**config.mk**
```make
export PLATFORM = sky130hd
export DESIGN_NAME = gray_code_source
export DESIGN_NICKNAME = d
export VERILOG_FILES = /design/src/rtl/gray_code_source.sv
export SDC_FILE = /design/constraint.sdc
export NUM_CORES = 1
export LEC_CHECK = 0
export CORE_MARGIN = 1
export CORE_UTILIZATION = 42
export DETAILED_ROUTE_END_ITERATION = 10
export PLACE_DENSITY = 0.69
export SYNTH_ARGS = -nofsm -noshare
export SYNTH_HDL_FRONTEND = slang
export SYNTH_SLANG_ARGS = --single-unit
```
**constraint.sdc**
```tcl
create_clock -name clk -period 1.3 [get_ports clk]
set_input_delay 0.195 -clock clk [delete_from_list [all_inputs] [get_ports clk]]
set_output_delay 0.195 -clock clk [all_outputs]
set_load 0.03 [all_outputs]
```
**src/rtl/gray_code_source.sv**
```systemverilog
// Gray-code stimulus source: an up/down binary counter whose Gray encoding is
// registered and streamed downstream over a valid/ready handshake.
module gray_code_source #(
  parameter int WIDTH = 4
) (
  input  logic             clk,
  input  logic             rst_n,
  input  logic             en,
  input  logic             up_dn,
  input  logic             load,
  input  logic [WIDTH-1:0] load_bin,
  output logic [WIDTH-1:0] gray,
  output logic             valid,
  input  logic             ready,
  output logic             wrap
);

  localparam logic [WIDTH-1:0] ALL_ONES = {WIDTH{1'b1}};
  localparam logic [WIDTH-1:0] ALL_ZERO = {WIDTH{1'b0}};
  localparam logic [WIDTH-1:0] ONE      = {{(WIDTH-1){1'b0}}, 1'b1};

  function automatic logic [WIDTH-1:0] bin2gray(input logic [WIDTH-1:0] b);
    return b ^ (b >> 1);
  endfunction

  logic [WIDTH-1:0] bin_cnt_q, bin_cnt_d;
  logic [WIDTH-1:0] gray_q, gray_d;
  logic             valid_q, valid_d;
  logic             wrap_q, wrap_d;
  logic             adv_s;

  // A new word may only be produced when the output slot is empty or being drained.
  always_comb begin
    adv_s = en && !load && (!valid_q || ready);
  end

  // Next-state selection: load beats advance, which beats drain-without-refill.
  always_comb begin
    bin_cnt_d = bin_cnt_q;
    gray_d    = gray_q;
    valid_d   = valid_q;
    wrap_d    = wrap_q;
    if (load) begin
      bin_cnt_d = load_bin;
      valid_d   = 1'b0;
      wrap_d    = 1'b0;
    end else if (adv_s) begin
      gray_d    = bin2gray(bin_cnt_q);
      valid_d   = 1'b1;
      if (up_dn) begin
        bin_cnt_d = bin_cnt_q + ONE;
        wrap_d    = (bin_cnt_q == ALL_ONES);
      end else begin
        bin_cnt_d = bin_cnt_q - ONE;
        wrap_d    = (bin_cnt_q == ALL_ZERO);
      end
    end else if (valid_q && ready && !en) begin
      valid_d   = 1'b0;
      wrap_d    = 1'b0;
    end else begin
      valid_d   = valid_q;
    end
  end

  // State registers with asynchronous clear.
  always_ff @(posedge clk or negedge rst_n) begin
    if (!rst_n) begin
      bin_cnt_q <= ALL_ZERO;
      gray_q    <= ALL_ZERO;
      valid_q   <= 1'b0;
      wrap_q    <= 1'b0;
    end else begin
      bin_cnt_q <= bin_cnt_d;
      gray_q    <= gray_d;
      valid_q   <= valid_d;
      wrap_q    <= wrap_d;
    end
  end

  assign gray  = gray_q;
  assign valid = valid_q;
  assign wrap  = wrap_q;

endmodule

```
==> impl_results.md <==
* Vias at 561
* Crit path depth at 6
* ANT cells at 0
* MaxCap Viol Count at 0
* Largest net degree at the start of global routing at 11
* CTS clk-pin slew, worst paths at ~0.07 ns
* Clk_lat worst skew at between 0.2 and 0.3 ns
* YS warnings at 0
* Fin crit share at 0.9796
* Final Critical Period at around 1.3 ns
* Global-route wire length before repair at about 2700 um
* Sum Neg Setup Slack at 0 ns
* Initial DRC Count at 2
* Filler Cell Count at roughly 120
* Effective utilization at floorplan at 0.4471
* Ys async rst share at 1.000
* Inst Count DP at roughly 110
* GR Overflow Total at 0
* Buf/Inv on CP at 2
* WL final at 1477 um
* Row count at 14
* Final Hold Viols at 0
* Largest family of logic cells by synthesized area: simple AND/OR/NAND/NOR gates
* All-Layer GR Usage at 0.2009
* Yosys top cell area share at 0.3759
* CTS sink count at 10
* Max Freq at ~790 MHz
* XOR/XNOR Fraction of Synth Area at 0.03947
* RSZ-0062 raised after global routing: true
* Synthesized area at 665.6 um2
* WP data arrival at between 1 and 1.5 ns
* CP top delay family: buffers and inverters
* Worst vdd ir at between 0.8 and 0.9 mV
* Synth top area cells: dfrtp_1 (38%), ha_1 (11%), mux2_4 (9.0%), nand3_1 (4.5%), inv_1 (3.4%)
* Crit-path max cell delay at about 0.41 ns
* Slack of the critical path at between 0.02 and 0.03 ns
* CTS Hold Bufs at 0
* Crit path capture: bin_cnt_q[2]
* FF-to-FF setup slack at 0.03 ns
* Max-Slew Margin vs Limit at 0.6756
* CTS Buf Count at 3
* DR WL/cell at roughly 13 um
* Syn nets at 80
* Setup crit start: up_dn
* CP Max Fanout at 5
* Worst hold-check path type: primary input to asynchronous set/reset pin
* Setup Crit Path Kind: primary input to register
* CP startpoint kind: primary input
* Vias in the first global route at just over 600
* Detail Placement HPWL at 1080 um
* Layout cells sized above 1 at 0.3579
* Core ar. at 1489 um2
* Leak at 0.4834 nW
* PwrDens at 1307 nW/um2
* Synthesized-area fraction occupied by adder cells at 0.1429
* Synthesis-stage register bit count at 10
* Fin cells at 111
* Fin util at 0.6740
* Clock Path Buffers at 2
* Multiplexer share of the synthesized area at 0.1203
* GPL Wtd Cong at a little under 0.8
* Die area at between 1500 and 2000 um2
* Crit. End Element: register
* Layout Nets at between 100 and 150
* Htree depth at 1
* Clock tree from TritonCTS: built
* Cell taking the most area after synthesis: dfrtp_1
* Syn avg cell area at 10.57 um2
* Seq. cell area at 251.5 um2
* Prevailing post-synth register cell: dfrtp_1
* Chip Width at 41.81 um
* Reg-to-reg endpoint: wrap
* DR vias/cell at just over 5
* Die outline height at 41.81 um
* Setup Viol. Count Final at 0
* RR Startpoint: bin_cnt_q[0]
* Yosys cell types at 23
* Synth Instances at 63
* CTS root buffer: clkbuf_4
* Max Slew Vio Count at 0
* Compound-Gate Fraction of Synth Area at 0.09586
* Worst slew pin tran at 0.4851 ns
* Multi-input logic area at 411.6 um2
* Top Ports at 16
* Post-synth EDFFs at 0
* CP required at approximately 1.5 ns
* DRC viols at 0
* Crit-path slowest cell: fa_2
* Dpl ws at -0.4931 ns
* Status: complete, no violations
* Area grow syn2layout at 50.75%
* Initial antenna violation count at 0
* Post-route ant nets at 0
* DR pass1 iterations at 2
* Simple-Gate Fraction of Synth Area at 0.1805
* Worst-path cell chain: dlygate4sd2_1 -> inv_1 -> fa_2 -> xor2_1 -> mux2i_1 -> o21ai_1
* Commonest cells in the netlist: dfrtp_1 (10), ha_1 (6), inv_1 (6), nand2_1 (6), nand3_1 (6)
* Worst R2R Path Depth at 7
* Worst Skew at around 0.00037 ns
* Port bufs at 15
* Register area share after synthesis at 0.3759
* Most common cell in the netlist: dfrtp_1
[through the flow]
stage	instance area [um2]	total power (W)	hold WS, ns
floorplan	666.9	0.0007661	-0.1006
global placement	919.6	0.001008	0.4963
detailed placement	919.6	0.001015	0.4916
CTS	957.2	0.001275	0.2521
global route	1003	0.001395	0.2807
finish	1003	0.001312	0.2539
[per-layer routing]
layer	global-route usage	share of wire	vias up
met3	0.04348	0.034	2
li1	-	-	282
met4	0.07742	0.0054	0
met5	0	0	-
met1	0.2417	0.45	263
met2	0.3469	0.51	14
[final cells by class]
| type | instances | share of cell area |
|---|---|---|
| sequential | 10 | 0.2506 |
| clock buffer | 4 | 0.03616 |
| inverter | 6 | 0.02244 |
| timing repair buffer | 29 | 0.2606 |
| multi-input combinational | 46 | 0.4102 |
| tap | 16 | 0.01995 |
[report_power, final]
group	internal (W)	switching, W
logic	0.000300	0.000289
clock network	0.000170	0.000115
registers	0.000385	0.0000527
[cells by family (layout without fill, tap and decap cells)]
| family | after synthesis | count (layout) |
|---|---|---|
| simple gates | 20 | 20 |
| compound gates | 10 | 10 |
| flops | 10 | 10 |
| fa+ha+maj | 7 | 7 |
| buf+inv | 7 | 39 |
| mux | 6 | 6 |
| xor+xnor | 3 | 3 |
[flip-flops by register name, indices dropped and copies added, names as in the netlist]
name / cells
bin_cnt_q: 4
valid: 1
gray: 4
wrap: 1
[worst min path at each step]
| stage | end | slack (ns) | cells after the start |
|---|---|---|---|
| 6_report | bin_cnt_q[3] | 0.25 | 1 |
| 5_1_grt | bin_cnt_q[3] | 0.28 | 1 |
| 4_1_cts | bin_cnt_q[3] | 0.25 | 1 |
| 3_5_place_dp | gray[3] | 0.49 | 1 |
| 3_3_place_gp | gray[3] | 0.50 | 1 |
| 2_1_floorplan | bin_cnt_q[0] | -0.10 | 0 |
[cells in the final DEF, fill, tap and decap left out]
cell type,n
a21oi_2,1
nand3_1,5
nor2_1,2
o211ai_2,1
ha_1,4
clkbuf_4,3
dfrtp_2,1
a22o_1,1
buf_4,10
mux2_4,4
nor3_1,1
nand2b_4,1
a22oi_1,1
and4_4,1
o21ai_0,1
xor2_1,2
ha_4,1
mux2i_1,2
a21oi_1,2
dfrtp_1,9
inv_2,1
inv_1,5
ha_2,1
nor3b_1,1
dlygate4sd2_1,7
nor2_4,1
o21ai_1,3
buf_6,4
clkbuf_8,1
fa_2,1
nand2_4,1
clkdlybuf4s50_1,8
nand3_2,1
xnor2_1,1
nand2_1,6
[timing repair]
action | CTS | global route
pin swaps | 0 | 2
resized for setup | 8 | 12
endpoints found under the setup margin | 9 | 4
endpoints found under the hold margin | 0 | 0
setup buffers | 1 | 1
Power figures use the tool's default switching activity.
